## src/rtl/coord_link_rx.sv

```systemverilog
// -----------------------------------------------------------------------------
// coord_link_rx
// Receives hand-coordinate frames from the second camera board over one UART
// wire. The frame is SYNC_BYTES sync bytes, then PAYLOAD_BYTES payload bytes,
// then one checksum byte that is the XOR of the payload bytes.
// Functions: oversampling byte receiver, sync-header hunting, payload
// unpacking, checksum check, inter-byte gap abort, link watchdog and a
// good-frame counter.
//
// Ports
//   clk_in            system clock (single domain)
//   rst_n_in          asynchronous active-low reset
//   rx_in             raw serial line, asynchronous, idles high
//   coords_out        last good coordinates, coord 0 in the most significant field
//   coords_valid_out  one-cycle pulse when coords_out updates
//   frame_err_out     one-cycle pulse on checksum mismatch or gap abort
//   byte_err_out      one-cycle pulse on a bad stop bit
//   frames_ok_out     saturating count of good frames
//   link_alive_out    high while a good frame was seen within TIMEOUT_CLKS
// -----------------------------------------------------------------------------
`timescale 1ns/1ps
module coord_link_rx #(
    parameter int         CLKS_PER_BIT = 564,
    parameter int         NUM_COORDS   = 4,
    parameter int         COORD_WIDTH  = 12,
    parameter int         SYNC_BYTES   = 3,
    parameter logic [7:0] SYNC_VALUE   = 8'hFF,
    parameter int         GAP_CLKS     = 20 * CLKS_PER_BIT,
    parameter int         TIMEOUT_CLKS = 6_500_000
) (
    input  logic                              clk_in,
    input  logic                              rst_n_in,
    input  logic                              rx_in,
    output logic [NUM_COORDS*COORD_WIDTH-1:0] coords_out,
    output logic                              coords_valid_out,
    output logic                              frame_err_out,
    output logic                              byte_err_out,
    output logic [15:0]                       frames_ok_out,
    output logic                              link_alive_out
);

    localparam int COORD_BITS    = NUM_COORDS * COORD_WIDTH;
    localparam int PAYLOAD_BYTES = (COORD_BITS + 7) / 8;
    localparam int PAYLOAD_BITS  = PAYLOAD_BYTES * 8;
    localparam int BIT_CNT_W     = $clog2(CLKS_PER_BIT);
    localparam int SYNC_W        = $clog2(SYNC_BYTES + 1);
    localparam int BYTE_CNT_W    = $clog2(PAYLOAD_BYTES + 1);
    localparam int GAP_W         = $clog2(GAP_CLKS + 1);
    localparam int WDOG_W        = $clog2(TIMEOUT_CLKS + 1);

    localparam logic [BIT_CNT_W-1:0]  BIT_ONE   = BIT_CNT_W'(1);
    localparam logic [BIT_CNT_W-1:0]  HALF_LAST = BIT_CNT_W'(CLKS_PER_BIT / 2 - 1);
    localparam logic [BIT_CNT_W-1:0]  BIT_LAST  = BIT_CNT_W'(CLKS_PER_BIT - 1);
    localparam logic [SYNC_W-1:0]     SYNC_ONE  = SYNC_W'(1);
    localparam logic [SYNC_W-1:0]     SYNC_LAST = SYNC_W'(SYNC_BYTES - 1);
    localparam logic [BYTE_CNT_W-1:0] BYTE_ONE  = BYTE_CNT_W'(1);
    localparam logic [BYTE_CNT_W-1:0] PB_LAST   = BYTE_CNT_W'(PAYLOAD_BYTES - 1);
    localparam logic [GAP_W-1:0]      GAP_ONE   = GAP_W'(1);
    localparam logic [GAP_W-1:0]      GAP_LAST  = GAP_W'(GAP_CLKS - 1);
    localparam logic [WDOG_W-1:0]     WDOG_ONE  = WDOG_W'(1);
    localparam logic [WDOG_W-1:0]     WDOG_ZERO = WDOG_W'(0);
    localparam logic [WDOG_W-1:0]     WDOG_LOAD = WDOG_W'(TIMEOUT_CLKS);

    typedef enum logic [1:0] {
        RX_IDLE  = 2'd0,
        RX_START = 2'd1,
        RX_DATA  = 2'd2,
        RX_STOP  = 2'd3
    } rx_state_t;

    typedef enum logic [1:0] {
        FR_HUNT    = 2'd0,
        FR_PAYLOAD = 2'd1,
        FR_CHECK   = 2'd2
    } fr_state_t;

    // synchroniser
    logic rx_meta_r, rx_sync_r;

    // byte receiver
    rx_state_t             rx_state_r, rx_state_s;
    logic [BIT_CNT_W-1:0]  bit_cnt_r,  bit_cnt_s;
    logic [2:0]            bit_idx_r,  bit_idx_s;
    logic [7:0]            shift_r,    shift_s;
    logic                  byte_valid_r, byte_valid_s;
    logic                  byte_err_r,   byte_err_s;

    // framer, timers and outputs
    fr_state_t             fr_state_r,  fr_state_s;
    logic [SYNC_W-1:0]     sync_cnt_r,  sync_cnt_s;
    logic [BYTE_CNT_W-1:0] byte_cnt_r,  byte_cnt_s;
    logic [PAYLOAD_BITS-1:0] payload_r, payload_s;
    logic [7:0]            xor_r,       xor_s;
    logic [GAP_W-1:0]      gap_r,       gap_s;
    logic [WDOG_W-1:0]     wdog_r,      wdog_s;
    logic                  alive_r,     alive_s;
    logic [COORD_BITS-1:0] coords_r,    coords_s;
    logic                  coords_valid_r, coords_valid_s;
    logic                  frame_err_r, frame_err_s;
    logic [15:0]           frames_r,    frames_s;
    logic                  good_frame_s;

    // Two-flop synchroniser for the asynchronous line; idle level is high.
    always_ff @(posedge clk_in or negedge rst_n_in) begin
        if (!rst_n_in) begin
            rx_meta_r <= 1'b1;
            rx_sync_r <= 1'b1;
        end else begin
            rx_meta_r <= rx_in;
            rx_sync_r <= rx_meta_r;
        end
    end

    // Byte receiver next-state: start-bit qualification at mid-bit, then
    // one sample per bit period (LSB first), then the stop-bit verdict.
    always_comb begin
        rx_state_s   = rx_state_r;
        bit_cnt_s    = bit_cnt_r;
        bit_idx_s    = bit_idx_r;
        shift_s      = shift_r;
        byte_valid_s = 1'b0;
        byte_err_s   = 1'b0;
        case (rx_state_r)
            RX_IDLE: begin
                bit_cnt_s = '0;
                if (!rx_sync_r) begin
                    rx_state_s = RX_START;
                end else begin
                    rx_state_s = RX_IDLE;
                end
            end
            RX_START: begin
                if (bit_cnt_r == HALF_LAST) begin
                    bit_cnt_s = '0;
                    bit_idx_s = 3'd0;
                    // A line back high at mid-start is a glitch: drop it silently.
                    if (!rx_sync_r) begin
                        rx_state_s = RX_DATA;
                    end else begin
                        rx_state_s = RX_IDLE;
                    end
                end else begin
                    bit_cnt_s = bit_cnt_r + BIT_ONE;
                end
            end
            RX_DATA: begin
                if (bit_cnt_r == BIT_LAST) begin
                    bit_cnt_s = '0;
                    shift_s   = {rx_sync_r, shift_r[7:1]};
                    if (bit_idx_r == 3'd7) begin
                        rx_state_s = RX_STOP;
                    end else begin
                        bit_idx_s = bit_idx_r + 3'd1;
                    end
                end else begin
                    bit_cnt_s = bit_cnt_r + BIT_ONE;
                end
            end
            RX_STOP: begin
                if (bit_cnt_r == BIT_LAST) begin
                    bit_cnt_s  = '0;
                    rx_state_s = RX_IDLE;
                    if (rx_sync_r) begin
                        byte_valid_s = 1'b1;
                    end else begin
                        byte_err_s = 1'b1;
                    end
                end else begin
                    bit_cnt_s = bit_cnt_r + BIT_ONE;
                end
            end
            default: begin
                rx_state_s = RX_IDLE;
                bit_cnt_s  = '0;
            end
        endcase
    end

    // Byte receiver state register.
    always_ff @(posedge clk_in or negedge rst_n_in) begin
        if (!rst_n_in) begin
            rx_state_r   <= RX_IDLE;
            bit_cnt_r    <= '0;
            bit_idx_r    <= 3'd0;
            shift_r      <= 8'h00;
            byte_valid_r <= 1'b0;
            byte_err_r   <= 1'b0;
        end else begin
            rx_state_r   <= rx_state_s;
            bit_cnt_r    <= bit_cnt_s;
            bit_idx_r    <= bit_idx_s;
            shift_r      <= shift_s;
            byte_valid_r <= byte_valid_s;
            byte_err_r   <= byte_err_s;
        end
    end

    // Framer next-state: header hunt, payload collection, checksum verdict,
    // gap abort, plus the output registers that only a good frame updates.
    always_comb begin
        fr_state_s     = fr_state_r;
        sync_cnt_s     = sync_cnt_r;
        byte_cnt_s     = byte_cnt_r;
        payload_s      = payload_r;
        xor_s          = xor_r;
        gap_s          = gap_r;
        coords_s       = coords_r;
        coords_valid_s = 1'b0;
        frame_err_s    = 1'b0;
        frames_s       = frames_r;
        good_frame_s   = 1'b0;
        if (byte_err_r) begin
            // A corrupted byte kills the frame without a frame error.
            fr_state_s = FR_HUNT;
            sync_cnt_s = '0;
            byte_cnt_s = '0;
            xor_s      = 8'h00;
            gap_s      = '0;
        end else begin
            case (fr_state_r)
                FR_HUNT: begin
                    gap_s = '0;
                    if (byte_valid_r) begin
                        if (shift_r == SYNC_VALUE) begin
                            if (sync_cnt_r == SYNC_LAST) begin
                                fr_state_s = FR_PAYLOAD;
                                sync_cnt_s = '0;
                                byte_cnt_s = '0;
                                xor_s      = 8'h00;
                            end else begin
                                sync_cnt_s = sync_cnt_r + SYNC_ONE;
                            end
                        end else begin
                            sync_cnt_s = '0;
                        end
                    end else begin
                        sync_cnt_s = sync_cnt_r;
                    end
                end
                FR_PAYLOAD: begin
                    if (byte_valid_r) begin
                        gap_s     = '0;
                        payload_s = (payload_r << 4'd8) | PAYLOAD_BITS'(shift_r);
                        xor_s     = xor_r ^ shift_r;
                        if (byte_cnt_r == PB_LAST) begin
                            fr_state_s = FR_CHECK;
                        end else begin
                            byte_cnt_s = byte_cnt_r + BYTE_ONE;
                        end
                    end else if (gap_r == GAP_LAST) begin
                        frame_err_s = 1'b1;
                        fr_state_s  = FR_HUNT;
                        sync_cnt_s  = '0;
                        byte_cnt_s  = '0;
                        xor_s       = 8'h00;
                        gap_s       = '0;
                    end else begin
                        gap_s = gap_r + GAP_ONE;
                    end
                end
                FR_CHECK: begin
                    if (byte_valid_r) begin
                        if (shift_r == xor_r) begin
                            good_frame_s   = 1'b1;
                            // Pad bits sit at the bottom of the payload and are dropped.
                            coords_s       = payload_r[PAYLOAD_BITS-1 -: COORD_BITS];
                            coords_valid_s = 1'b1;
                            if (frames_r != 16'hFFFF) begin
                                frames_s = frames_r + 16'd1;
                            end else begin
                                frames_s = frames_r;
                            end
                        end else begin
                            frame_err_s = 1'b1;
                        end
                        fr_state_s = FR_HUNT;
                        sync_cnt_s = '0;
                        byte_cnt_s = '0;
                        xor_s      = 8'h00;
                        gap_s      = '0;
                    end else if (gap_r == GAP_LAST) begin
                        frame_err_s = 1'b1;
                        fr_state_s  = FR_HUNT;
                        sync_cnt_s  = '0;
                        byte_cnt_s  = '0;
                        xor_s       = 8'h00;
                        gap_s       = '0;
                    end else begin
                        gap_s = gap_r + GAP_ONE;
                    end
                end
                default: begin
                    fr_state_s = FR_HUNT;
                    sync_cnt_s = '0;
                    byte_cnt_s = '0;
                    xor_s      = 8'h00;
                    gap_s      = '0;
                end
            endcase
        end
    end

    // Link watchdog: reloads on a good frame; alive drops on the edge the count hits zero.
    always_comb begin
        wdog_s  = wdog_r;
        alive_s = alive_r;
        if (good_frame_s) begin
            wdog_s  = WDOG_LOAD;
            alive_s = 1'b1;
        end else if (wdog_r != WDOG_ZERO) begin
            wdog_s  = wdog_r - WDOG_ONE;
            alive_s = (wdog_r != WDOG_ONE);
        end else begin
            wdog_s  = WDOG_ZERO;
            alive_s = 1'b0;
        end
    end

    // Framer, watchdog and output registers.
    always_ff @(posedge clk_in or negedge rst_n_in) begin
        if (!rst_n_in) begin
            fr_state_r     <= FR_HUNT;
            sync_cnt_r     <= '0;
            byte_cnt_r     <= '0;
            payload_r      <= '0;
            xor_r          <= 8'h00;
            gap_r          <= '0;
            wdog_r         <= '0;
            alive_r        <= 1'b0;
            coords_r       <= '0;
            coords_valid_r <= 1'b0;
            frame_err_r    <= 1'b0;
            frames_r       <= 16'h0000;
        end else begin
            fr_state_r     <= fr_state_s;
            sync_cnt_r     <= sync_cnt_s;
            byte_cnt_r     <= byte_cnt_s;
            payload_r      <= payload_s;
            xor_r          <= xor_s;
            gap_r          <= gap_s;
            wdog_r         <= wdog_s;
            alive_r        <= alive_s;
            coords_r       <= coords_s;
            coords_valid_r <= coords_valid_s;
            frame_err_r    <= frame_err_s;
            frames_r       <= frames_s;
        end
    end

    assign coords_out       = coords_r;
    assign coords_valid_out = coords_valid_r;
    assign frame_err_out    = frame_err_r;
    assign byte_err_out     = byte_err_r;
    assign frames_ok_out    = frames_r;
    assign link_alive_out   = alive_r;

endmodule

```

## config.mk

```make
export PLATFORM = sky130hd
export DESIGN_NAME = coord_link_rx
export DESIGN_NICKNAME = d
export VERILOG_FILES = /design/src/rtl/coord_link_rx.sv
export SDC_FILE = /design/constraint.sdc
export NUM_CORES = 1
export LEC_CHECK = 0
export ABC_CLOCK_PERIOD_IN_PS = 5650
export CORE_MARGIN = 10
export CORE_UTILIZATION = 30
export DETAILED_ROUTE_END_ITERATION = 7
export PLACE_DENSITY_LB_ADDON = 0.15
export SYNTH_ARGS = -nofsm -noshare
export SYNTH_HDL_FRONTEND = slang
export SYNTH_SLANG_ARGS = --single-unit
```

## constraint.sdc

```tcl
create_clock -name clk_in -period 5.65 [get_ports clk_in]
set_clock_uncertainty 0.15 [all_clocks]
set_input_delay 0.8475 -clock clk_in [delete_from_list [all_inputs] [get_ports clk_in]]
set_output_delay 0.8475 -clock clk_in [all_outputs]
set_load 0.1 [all_outputs]
```

### After elaboration in Yosys (flattened, before gate mapping)

Index checks and enable logic that the tools add are counted.

| storage, ports and cells | value |
|---|---|
| flip-flop bits (word level) | 194 |
| output and inout bits | 68 |
| bits of input ports | 3 |

| operators by class | value |
|---|---|
| reduce and logical (&&, ||, !) cells | 16 |
| muxes and demuxes | 72 |
| add/sub/neg operators | 7 |
| equal/unequal tests | 26 |
| bitwise logic cells | 3 |

Operators by type and width:

| cell | count |
|---|---|
| 2-to-1 mux 14 bit | 4 |
| 2-to-1 mux 8 bit | 7 |
| OR 48 x 8 -> 48 bit | 1 |
| 2-to-1 mux 23 bit | 2 |
| 2-to-1 mux 2 bit | 20 |
| 2-to-1 mux 3 bit | 11 |
| case mux 10 bit (3 select lines) | 1 |
| case mux 8 bit (3 select lines) | 1 |
| != test 23 x 1 -> 1 bit, second input constant | 1 |
| nonzero test 23 bit | 1 |
| subtractor 23 x 1 -> 23 bit, second input constant | 1 |
| 2-to-1 mux 10 bit | 2 |
| AND reduction 4 bit | 5 |
| 2-to-1 mux 1 bit | 18 |
| adder 16 x 1 -> 16 bit, second input constant | 1 |
| != test 16 bit, second input constant | 1 |
| adder 14 x 1 -> 14 bit, second input constant | 1 |
| equality test 14 bit, second input constant | 1 |
| != test 3 bit, second input constant | 4 |
| case mux 2 bit (3 select lines) | 2 |
| adder 10 x 1 -> 10 bit, second input constant | 1 |
| equality test 10 bit, second input constant | 1 |
| equality test 10 x 9 -> 1 bit, second input constant | 1 |
| != test 2 bit, second input constant | 5 |
| 20 further kinds | 31 |

### Depth between registers and ports, before layout

| logic depth | value |
|---|---|
| word-level depth | 6 |
| gate-level depth with buffers | 8 |
| mapped depth without buffers | 7 |

### Worst setup path after synthesis

OpenSTA, ideal clock, no wires.

| timing path | value |
|---|---|
| kind | reg2reg |
| start point | reg frames_r[0] (netlist: frames_ok_out[0]) |
| end point | reg frames_r[5] (netlist: frames_ok_out[5]) |
| setup time | 159 ps |
| data arrival time | 2245 ps |
| slack | 3096 ps |
| cell stages (with the launch flop) | 8 |
| cell sequence | dfrtp_1 -> ha_1 -> clkbuf_1 -> nand3_1 -> nor4_1 -> and4bb_1 -> nand4_1 -> xnor2_1 |

| between the ends | value |
|---|---|
| cells in the longest elaborated chain, start to end | 2 |
| elaborated cells between the ends (all ways) | 3 |
| those cells by class | 1 x add/sub; 1 x eq/ne; 1 x reduce/logical |

Ends and longest elaborated chain:

| item | line | text |
|---|---|---|
| start, declared | 100 | `logic [15:0] frames_r, frames_s;` |
| start signal, assigned | 346 | `frames_r <= frames_s;` |
| branches (longest 2 deep; another with adder 16 x 1 -> 16 bit) | -- |  |

Parallel ways; which one is timed is not known.
A chain may end at the register's enable or synchronous reset.

### Worst setup path after layout

| timing path | value |
|---|---|
| start point | reg shift_r[6] |
| end point | reg frames_r[15] (netlist: frames_ok_out[15]) |

| between the ends | value |
|---|---|
| cells in the longest elaborated chain, start to end | 2 |

Ends and longest elaborated chain:

| item | line | text |
|---|---|---|
| start, declared | 84 | `logic [7:0] shift_r, shift_s;` |
| start signal, assigned | 192 | `shift_r <= shift_s;` |
| equality test 8 bit | 263 | `if (shift_r == xor_r) begin` |
| AND reduction 5 bit (no line) | -- |  |

No other way between the ends.

==> metrics.csv <==
stage;metric;value;unit
critical_path;regToRegSetupSlack;2460;ps
clock_tree;clock-root-buffer;clkbuf_16;
critical_path;crit_chain;xor2_1 > nor4_2 > nand4_1 > buf_4 > inv_2 > nand4_1 > mux2_1;
status;outcome;finished, final reports clean;
cells_and_area;syn2layout_area_growth;19.8;%
logic_synthesis;yosys_most_used_dff;dfrtp_1;
logic_synthesis;yosys_warnings;0;
critical_path;critPathSlowestCell;inv_2;
cells_and_area;multi_input_comb_area;0.00359;mm^2
cells_and_area;seq_area;0.00486;mm^2
clock_tree;cts_resized;0;
clock_tree;holdBufCountCts;0;
sta;finalHoldViolCount;0;
logic_synthesis;synth-async-reset-ratio;100;%
sta;tightest_slew;1100;ps
cells_and_area;fillerInstances;2969;
critical_path;critPathArrivalTime;3370;ps
cells_and_area;antennaDiodeCount;0;
cells_and_area;final_common_cell;nand2_1;
sta;setup-tns-final;0;ps
routing;drc;0;
logic_synthesis;synth_cell_types;63;
cells_and_area;drive_gt1_share;7.61;%
global_route;track_usage;11.6;%
place;globalplace.congestion;0.724;
clock_tree;clkTransAtPathRegs;90;ps
floorplan;die-width;190;um
global_route;grt_start_max_net_pins;110;
floorplan;num_io_pins;71;
run;maxCapViolCount;0;
hold_path;hold_path_class;reg2reg;
cells_and_area;design_area;0.0104;mm^2
floorplan;fp-row-count;62;
sta;period_minus_slack;3190;ps
logic_synthesis;ys_ff_latch;194;
critical_path;end_kind;register;
routing;avgRoutedWirePerCell;14.9;um
clock_tree;postCtsSetupBuffers;0;
floorplan;coreArea;0.0285;mm^2
routing;vias_per_cell;4.56;
cells_and_area;fin_util;36.3;%
place;hpwl;12.9;mm
critical_path;critPathTopFamily;buffers and inverters;
global_route;first_global_vias;6489;
power_and_ir_drop;p_per_area;259;mW/mm^2
clock_tree;cts_buffers;17;
critical_path;crit_fanout;61;
routing;wl;20.2;mm
sta;rsz0062_at_grt;false;
routing;drtIter0Drc;338;
logic_synthesis;synth_edf_count;0;
clock_tree;cts.sinks;194;
cells_and_area;final_cell_mix;nand2_1, dfrtp_1, clkdlybuf4s50_1, nor2_1, xor2_1;
sta;setup_viol;0;
clock_tree;clk_path_buf_depth;2;
critical_path;crit_path_start_kind;register;
cells_and_area;fin_nets;978;
critical_path;cp_common_cell;nand4_1;
floorplan;start_util;30.3;%
critical_path;required;5830;ps
global_route;gr-total-overflow;0;
floorplan;die_h;190;um
clock_tree;cts_tree;built;
sta;timing.fmax;313;MHz
routing;first_pass_iters;4;
logic_synthesis;synth_area;0.00864;mm^2
sta;finalCritPeriodShare;56.5;%
critical_path;path_class;reg2reg;
logic_synthesis;seq_area_frac_synth;56.2;%
logic_synthesis;syn-num-nets;920;
floorplan;dieArea;0.0360;mm^2
clock_tree;clk-insertion-delay-late;440;ps
global_route;antenna_found_initial;0;
sta;slew_viol_final;0;
critical_path;critPathMaxStageDelay;860;ps
place;portBuffers;70;
sta;relSlewSlack;26.8;%
routing;ant_nets;0;
place;place_area;0.00973;mm^2
clock_tree;htreeDepth;4;
logic_synthesis;synth_area_per_cell;9.58;um^2
power_and_ir_drop;vdd_drop_max;0.000136;V
logic_synthesis;synth_cells;902;
routing;num_vias;6183;
global_route;grt_pass1_wl;34.6;mm
power_and_ir_drop;p_leak;5.21;nW
critical_path;path_buf_inv;2;
-- cell usage after synthesis, types with 6 or more instances --
master	count	area share [%]
a21oi_1	19	1.1
a31oi_1	6	0.43
and2_1	6	0.43
and3_1	6	0.43
and4_1	7	0.71
clkbuf_1	25	1.1
dfrtp_1	192	56
ha_1	15	2.2
inv_1	14	0.61
mux2_2	8	1.0
nand2_1	317	14
nand2b_1	6	0.43
nand3_1	20	1.2
nand4_1	18	1.3
nor2_1	67	2.9
nor3_1	8	0.46
o21ai_0	28	1.6
xnor2_1	23	2.3
xor2_1	36	3.6
-- worst register-to-register path, delay by kind of cell (launching register included) --
kind	cells	cell delay, ps
xor+xnor	1	180
flops	1	430
mux	1	360
simple gates	3	740
buf+inv	2	1240
-- cell type report --
cell class | instances | share of cell area, %
sequential | 194 | 46.9
multi-input combinational | 658 | 34.6
timing repair buffer | 74 | 7.21
tap | 384 | 4.64
clock buffer | 17 | 4.11
clock inverter | 15 | 1.98
inverter | 15 | 0.544
-- worst paths after layout --
check                                             from                             to  cells after the start
worst max-delay path            shift_r[6]$_DFFE_PN0P_  frames_ok_out[15]$_DFFE_PN0P_                      7
worst min-delay path               rx_meta_r$_DFF_PN1_            rx_sync_r$_DFF_PN1_                      0
worst max register to register  shift_r[6]$_DFFE_PN0P_  frames_ok_out[15]$_DFFE_PN0P_                      7
worst min register to register     rx_meta_r$_DFF_PN1_            rx_sync_r$_DFF_PN1_                      0
max in group asynchronous                     rst_n_in      payload_r[17]$_DFFE_PN0P_                      2
min in group asynchronous                     rst_n_in           wdog_r[14]$_DFF_PN0_                      1
-- metal layers --
metal | part of all wire [%] | global-route usage [%] | routed length (um)
met5 | 0 | 0 | 0
met4 | 0.77 | 2.50 | 155
met1 | 48 | 15.0 | 9800
met2 | 49 | 19.6 | 9820
met3 | 2.2 | 2.44 | 455
-- sequential cells by signal, summed over array words and instances, names as in the netlist, 8 cells and up, named ones only --
name           flops
frames_ok_out     16
coords_out        48
shift_r            8
wdog_r            23
bit_cnt_r         10
payload_r         48
gap_r             14
xor_r              8
-- metrics by stage --
stage / total power, mW / worst slack [ps] / std cells / hold slack [ps]
finish: 2.69 / 2460 / 1357 / 208
global route: 2.79 / 2160 / 1357 / 215
CTS: 2.73 / 2350 / 1357 / 209
detailed placement: 1.45 / 2360 / 1325 / 197
global placement: 1.45 / 2410 / 1325 / 196
floorplan: 1.42 / 3100 / 902 / 195
-- logic make-up after synthesis --
| family | Yosys count | synth area share [%] |
|---|---|---|
| fa+ha+maj | 15 | 2.17 |
| compound gates | 76 | 5.62 |
| mux | 11 | 1.46 |
| xor+xnor | 59 | 5.98 |
| flops | 194 | 56.2 |
| simple gates | 497 | 26.2 |
| buf+inv | 50 | 2.42 |
-- power by group --
group | internal [mW] | switching [mW]
Sequential | 1.39 | 0.000562
Combinational | 0.00285 | 0.0272
Clock | 0.613 | 0.653
(Power assumes the default switching activity.)
